[src/rtl/smc_req_arbiter6.sv]
// Two-port request arbiter that issues single NONSEQ AHB transfers to the SMC.
// Misaligned requests are rejected locally with an error ack.
module smc_req_arbiter6 (
  input  logic        hclk6,
  input  logic        n_sys_reset6,
  input  logic        prio_mode6,
  input  logic        a_req6,
  input  logic [31:0] a_addr6,
  input  logic        a_wr6,
  input  logic [2:0]  a_size6,
  input  logic [31:0] a_wdata6,
  output logic        a_ack6,
  output logic [31:0] a_rdata6,
  output logic        a_err6,
  input  logic        b_req6,
  input  logic [31:0] b_addr6,
  input  logic        b_wr6,
  input  logic [2:0]  b_size6,
  input  logic [31:0] b_wdata6,
  output logic        b_ack6,
  output logic [31:0] b_rdata6,
  output logic        b_err6,
  output logic [31:0] haddr6,
  output logic [1:0]  htrans6,
  output logic        hsel6,
  output logic        hwrite6,
  output logic [2:0]  hsize6,
  output logic [31:0] hwdata6,
  output logic        hready6,
  input  logic        smc_hready6,
  input  logic [31:0] smc_hrdata6,
  input  logic [1:0]  smc_hresp6,
  output logic [1:0]  grant6,
  output logic        arb_busy6
);

  typedef enum logic [1:0] {
    S_IDLE,
    S_ADDR,
    S_DATA,
    S_REJ
  } state_t;

  state_t      state_q, state_d;
  logic [31:0] addr_q, addr_d;
  logic [31:0] wdata_q, wdata_d;
  logic        wr_q, wr_d;
  logic [2:0]  size_q, size_d;
  logic        own_q, own_d;
  logic        last_q, last_d;
  logic [1:0]  grant_q, grant_d;
  logic        a_ack_q, a_ack_d;
  logic        b_ack_q, b_ack_d;
  logic        a_err_q, a_err_d;
  logic        b_err_q, b_err_d;
  logic [31:0] a_rdata_q, a_rdata_d;
  logic [31:0] b_rdata_q, b_rdata_d;

  logic        a_elig, b_elig;
  logic        win_a, win_b;
  logic [31:0] sel_addr;
  logic [2:0]  sel_size;
  logic        sel_mis;
  logic        resp_err;

  assign a_elig   = a_req6 & ~a_ack_q;
  assign b_elig   = b_req6 & ~b_ack_q;
  assign sel_addr = win_b ? b_addr6 : a_addr6;
  assign sel_size = win_b ? b_size6 : a_size6;
  assign resp_err = (smc_hresp6 == 2'b01);

  // Pick a winner; last_q=1 means B was granted last.
  always_comb begin
    win_a = 1'b0;
    win_b = 1'b0;
    if (prio_mode6) begin
      win_a = a_elig;
      win_b = b_elig & ~a_req6;
    end else begin
      win_a = a_elig & (~b_elig | last_q);
      win_b = b_elig & (~a_elig | ~last_q);
    end
  end

  // Alignment check on the winning request.
  always_comb begin
    sel_mis = 1'b0;
    unique case (1'b1)
      (sel_size > 3'd2):  sel_mis = 1'b1;
      (sel_size == 3'd2): sel_mis = (sel_addr[1:0] != 2'b00);
      (sel_size == 3'd1): sel_mis = sel_addr[0];
      default:            sel_mis = 1'b0;
    endcase
  end

  // Next-state, request latch and registered completion outputs.
  always_comb begin
    state_d   = state_q;
    addr_d    = addr_q;
    wdata_d   = wdata_q;
    wr_d      = wr_q;
    size_d    = size_q;
    own_d     = own_q;
    last_d    = last_q;
    grant_d   = grant_q;
    a_ack_d   = 1'b0;
    b_ack_d   = 1'b0;
    a_err_d   = a_err_q;
    b_err_d   = b_err_q;
    a_rdata_d = a_rdata_q;
    b_rdata_d = b_rdata_q;
    unique case (state_q)
      S_IDLE: begin
        grant_d = 2'b00;
        if (win_a | win_b) begin
          addr_d  = sel_addr;
          size_d  = sel_size;
          wr_d    = win_b ? b_wr6 : a_wr6;
          wdata_d = win_b ? b_wdata6 : a_wdata6;
          own_d   = win_b;
          last_d  = win_b;
          grant_d = {win_b, win_a};
          state_d = sel_mis ? S_REJ : S_ADDR;
        end
      end
      S_ADDR: state_d = S_DATA;
      S_DATA: begin
        if (smc_hready6) begin
          state_d = S_IDLE;
          if (own_q) begin
            b_ack_d = 1'b1;
            b_err_d = resp_err;
            if (!wr_q && smc_hresp6 == 2'b00)
              b_rdata_d = smc_hrdata6;
          end else begin
            a_ack_d = 1'b1;
            a_err_d = resp_err;
            if (!wr_q && smc_hresp6 == 2'b00)
              a_rdata_d = smc_hrdata6;
          end
        end
      end
      S_REJ: begin
        state_d = S_IDLE;
        if (own_q) begin
          b_ack_d = 1'b1;
          b_err_d = 1'b1;
        end else begin
          a_ack_d = 1'b1;
          a_err_d = 1'b1;
        end
      end
      default: state_d = S_IDLE;
    endcase
  end

  // State and datapath registers; last_q resets to B so A wins the first tie.
  always_ff @(posedge hclk6 or negedge n_sys_reset6) begin
    if (!n_sys_reset6) begin
      state_q   <= S_IDLE;
      addr_q    <= '0;
      wdata_q   <= '0;
      wr_q      <= 1'b0;
      size_q    <= 3'b000;
      own_q     <= 1'b0;
      last_q    <= 1'b1;
      grant_q   <= 2'b00;
      a_ack_q   <= 1'b0;
      b_ack_q   <= 1'b0;
      a_err_q   <= 1'b0;
      b_err_q   <= 1'b0;
      a_rdata_q <= '0;
      b_rdata_q <= '0;
    end else begin
      state_q   <= state_d;
      addr_q    <= addr_d;
      wdata_q   <= wdata_d;
      wr_q      <= wr_d;
      size_q    <= size_d;
      own_q     <= own_d;
      last_q    <= last_d;
      grant_q   <= grant_d;
      a_ack_q   <= a_ack_d;
      b_ack_q   <= b_ack_d;
      a_err_q   <= a_err_d;
      b_err_q   <= b_err_d;
      a_rdata_q <= a_rdata_d;
      b_rdata_q <= b_rdata_d;
    end
  end

  assign haddr6    = addr_q;
  assign hwrite6   = wr_q;
  assign hsize6    = size_q;
  assign hwdata6   = wdata_q;
  assign htrans6   = (state_q == S_ADDR) ? 2'b10 : 2'b00;
  assign hsel6     = (state_q == S_ADDR);
  assign hready6   = (state_q == S_DATA) ? smc_hready6 : 1'b1;
  assign grant6    = grant_q;
  assign arb_busy6 = (state_q != S_IDLE);
  assign a_ack6    = a_ack_q;
  assign b_ack6    = b_ack_q;
  assign a_err6    = a_err_q;
  assign b_err6    = b_err_q;
  assign a_rdata6  = a_rdata_q;
  assign b_rdata6  = b_rdata_q;

endmodule

[config.mk]
export PLATFORM = sky130hd
export DESIGN_NAME = smc_req_arbiter6
export DESIGN_NICKNAME = d
export VERILOG_FILES = /design/src/rtl/smc_req_arbiter6.sv
export SDC_FILE = /design/constraint.sdc
export NUM_CORES = 1
export LEC_CHECK = 0
export CORE_MARGIN = 4
export CORE_UTILIZATION = 45
export CTS_BUF_LIST = sky130_fd_sc_hd__clkbuf_8
export CTS_CLUSTER_SIZE = 20
export DETAILED_ROUTE_END_ITERATION = 8
export PLACE_DENSITY = 0.89
export SYNTH_ARGS = -nofsm -noshare
export SYNTH_HDL_FRONTEND = slang
export SYNTH_SLANG_ARGS = --single-unit
[constraint.sdc]
create_clock -name hclk6 -period 5.3 [get_ports hclk6]
set_input_delay 0.795 -clock hclk6 [delete_from_list [all_inputs] [get_ports hclk6]]
set_output_delay 0.795 -clock hclk6 [all_outputs]
set_load 0.005 [all_outputs]
## Word-level counts from Yosys, hierarchy flattened

Cells that the tools add are included.

- Bitwise logic cells: 15
- Magnitude comparators: 1
- Equal/unequal tests: 12
- Reduce and logical (&&, ||, !) cells: 13
- Multiplexer cells: 28

Operators by type and width:

| cell | count |
|---|---|
| $mux 32 | 2 |
| $reduce_and 4->1 | 4 |
| $mux 1 | 14 |
| $ne 2x2->1 const B | 6 |
| $mux 2 | 5 |
| $pmux 1 s2 | 4 |
| $pmux 2 s4 | 1 |
| $not 1->1 | 7 |
| $reduce_bool 2->1 | 3 |
| $and 1x1->1 | 5 |
| $eq 2x1->1 const B | 2 |
| $eq 2x2->1 const B | 2 |
| $logic_not 2->1 | 2 |
| $reduce_and 2->1 | 2 |
| $eq 3x1->1 const B | 1 |
| $eq 3x2->1 const B | 1 |
| $gt 3x2->1 const B | 1 |
| $mux 3 | 1 |
| $or 1x1->1 | 3 |
| $pmux 1 s3 | 1 |
| $logic_and 1x1->1 | 1 |
| $logic_not 1->1 | 1 |

- Bits of input ports: 176
- Output and inout bits: 143
- Flip-flop bits (word level): 142

## Logic depth before layout (Yosys ltp)

- Word-level depth: 12
- Depth in mapped cells: 6
- Depth with buffers taken out: 4

## Worst setup path after synthesis

OpenSTA, ideal clock, no wires.

- Kind: input to register
- From: in a_req6
- To: reg wdata_q[22], in the netlist hwdata6[22]
- Data required time: 5.175 ns
- Arrival: 1.960 ns
- Stages: 5
- Slack: 3.215 ns
- Path buffers: 1
- Cell sequence: nand2_1 -> o211ai_4 -> buf_2 -> mux2_2 -> mux2_2

- Cells in the longest elaborated chain, start to end: 7
- Elaborated cells on any way between the ends: 12

Ends and longest elaborated chain:

| item | line | RTL |
|---|---|---|
| from (decl) | 7 | `input logic a_req6,` |
| $and 1x1->1 | 66 | `assign a_elig = a_req6 & ~a_ack_q;` |
| $not 1->1 | 81 | `win_b = b_elig & (~a_elig \| ~last_q);` |
| $or 1x1->1 | 81 |  |
| $and 1x1->1 | 81 |  |
| $mux 1 | 76 | `if (prio_mode6) begin` |
| $or 1x1->1 | 115 | `if (win_a \| win_b) begin` |
| $reduce_and 2->1 (no line) | n/a |  |
| to (signal assigned) | 177 | `wdata_q <= wdata_d;` |
| to (decl) | 46 | `logic [31:0] wdata_q, wdata_d;` |

Several ways; a longest one is shown, not always the timed one.
A chain may end at the register's enable or synchronous reset.

## Worst setup path after layout

- From: in a_req6
- To: reg wdata_q[14], in the netlist hwdata6[14]

The elaborated chain is that of the path after synthesis.

==> metrics.yaml <==
outcome:
  status: "completed"
floorplan:
  rows: 42
  ios: 319
  die_w_um: 126
  die_h_um: 126
  start_util_pct: 46.6
  core_area_um2: 13500
  dieArea_um2: 15900
drt:
  drtIter0Drc: 202
  drc_errors: 0
  wl_per_cell_um: 20.3
  final_antenna_net_count: 0
  first_pass_iters: 4
  dr_total_vias: 4590
  vias_per_cell: 5.02
  drt-total-wl_um: 18500
cts:
  hold_buffers: 0
  clk_path_buf_depth: 2
  cts_resized: 0
  clockRootBuffer: "clkbuf_8"
  cts_sinks: 142
  postCtsSetupBuffers: 0
  h-tree-depth: 4
  clk_pin_slew_worst_paths_ps: 80
  cts_made_buffers: 17
  cts_tree: "done"
  clock_latency_ps: 440
sta:
  finalWorstSetupSlack_ps: 2260
  max_freq_mhz: 329
  rsz0062_at_grt: "no"
  setup_viol: 0
  drv_slew: 0
  skew_ps: 11.6
  hold_viol: 0
  final.setup.tns_ps: 0
  tightestPinTransition_ps: 1180
  min_period_ps: 3040
  relSlewSlack_pct: 21.2
  finalCritPeriodShare_pct: 57.4
global_routing:
  grt_antenna_before_repair: 0
  grt_pass1_vias: 5146
  grt_overflow: 0
  grt_max_degree: 89
  track_usage_pct: 23.3
  grt_pass1_wl_um: 29000
placed_design:
  post-place-ws_ps: 1790
  io_buffer_count: 317
  place.gp.congestion: 0.838
  dp.cells: 882
  hpwl_um: 14200
setup_path:
  slowest_stage: "buf_4"
  critPathKind: "primary input to flop"
  worst_setup_path_start_kind: "primary input"
  cp-end-kind: "flop"
  cp_top_family: "buffers and inverters"
  crit_arrival_ps: 3360
  cpMostUsedCell: "mux2_2"
  worstPathMaxFanout: 61
  crit_chain: "clkdlybuf4s50_1 > nand2_1 > o211ai_4 > buf_4 > mux2_2 > mux2_2"
  critPathBufInv: 2
  cpPeakStageDelay_ps: 720
  cp_data_required_time_ps: 5620
logic_synthesis:
  syn_avg_cell_area_um2: 15.3
  ys_ff_latch: 142
  async_flop_share_pct: 100
  yosysSeqAreaShare_pct: 56.7
  yosysWarningCount: 0
  dominantRegCellSynth: "dfrtp_1"
  syn_nets: 585
  syn_area_um2: 6270
  netlist_instances: 409
  ys_types: 31
  synth_edf_count: 0
hold_path:
  hp-class: "primary input to async pin"
power_and_ir_drop:
  p_leak_nw: 4.16
  irDropWorstVdd_mv: 0.323
  p_per_area_nw_per_um2: 515
finish:
  drive_gt1_share_pct: 30.6
  nets: 901
  instances_no_fill: 914
  diodes: 0
  syn2layout_area_growth_pct: 58.4
run:
  max-cap-violations: 0
-- state kept, by name, indices dropped and copies added, names as in the netlist --
register  count
a_ack6        1
b_ack6        1
hsize6        3
b_rdata6     32
hwrite6       1
last_q        1
haddr6       32
a_err6        1
state_q       2
a_rdata6     32
b_err6        1
grant6        2
hwdata6      32
own_q         1
-- cell families (layout without fill, tap and decap cells) --
family,count (synthesis),after routing,share of synthesized area [%]
muxes,200,200,35.9
DFF,142,142,56.7
and+or+nand+nor,27,27,2.71
buffers and inverters,26,355,3.05
AOI/OAI and AO/OA,13,13,1.54
other,1,1,0.0598
-- worst paths after layout --
kind	start	end	slack, ps	cells after the start
min in group hclk6	grant6[1]$_DFFE_PN0N_	grant6[1]$_DFFE_PN0N_	490	2
max in group asynchronous	n_sys_reset6	hwdata6[2]$_DFFE_PN0P_	3640	2
hold reg to reg	grant6[1]$_DFFE_PN0N_	grant6[1]$_DFFE_PN0N_	490	2
hold / removal	n_sys_reset6	a_rdata6[21]$_DFFE_PN0P_	390	1
setup / recovery	a_req6	hwdata6[14]$_DFFE_PN0P_	2260	6
setup reg to reg	last_q$_DFFE_PN1P_	hwdata6[14]$_DFFE_PN0P_	2620	5
-- Yosys cell counts (all sizes together), types with 2 or more instances --
master,count,share of area (%)
nor2,3,0.18
nor2b,3,0.42
nor4,2,0.20
mux2,200,36
dfrtp,141,56
a21oi,3,0.30
o21ai,5,0.40
buf,23,2.9
inv,2,0.12
nand2,9,0.54
nor3,3,0.24
-- layer usage --
layer	global-route usage (%)	vias up	part of all wire, %
li1	-	2106	-
met1	25.9	2261	37
met2	41.3	181	53
met3	7.07	42	6.6
met4	10.1	0	3.6
met5	0	-	0
-- cells in the final DEF (no fill, tap or decap), drive strengths merged --
master           n
clkdlybuf4s50  316
mux2           200
dfrtp          141
clkbuf          20
nand2            9
inv              8
o21ai            5
buf              5
nor3             3
nor2             3
clkinv           3
nor2b            3
a21oi            3
nor4             2
clkinvlp         2
o21a             1
or3b             1
or2              1
nor4b            1
and4bb           1
o211ai           1
nand2b           1
nand4b           1
a211oi           1
nor3b            1
a211o            1
a22oi            1
conb             1
bufinv           1
dfstp            1
-- where the power goes --
group	total (mW)	internal (mW)	switching, mW
clock	0.858	0.420	0.438
combinational	2.36	1.59	0.766
sequential	1.90	1.61	0.286
-- area by class of cell --
cell class              instances  area, µm²
clock inverters                12        124
flip-flops and latches        142       3550
clock buffers                  20        275
well taps                     176        220
repair buffers                321       3220
multi-input cells             241       2530
fillers                       873       3520
inverters                       2       7.51
-- metrics by stage --
step	cell area [µm²]	utilization (%)	total power [mW]	hold slack, ps
4_1_cts	9930	73.8	5.18	427
2_1_floorplan	6270	-	2.85	470
5_1_grt	9930	73.8	5.41	441
3_5_place_dp	9530	70.8	4.31	476
6_report	9930	73.8	5.11	389
3_3_place_gp	9530	70.8	4.20	464
(Power assumes the default switching activity.)
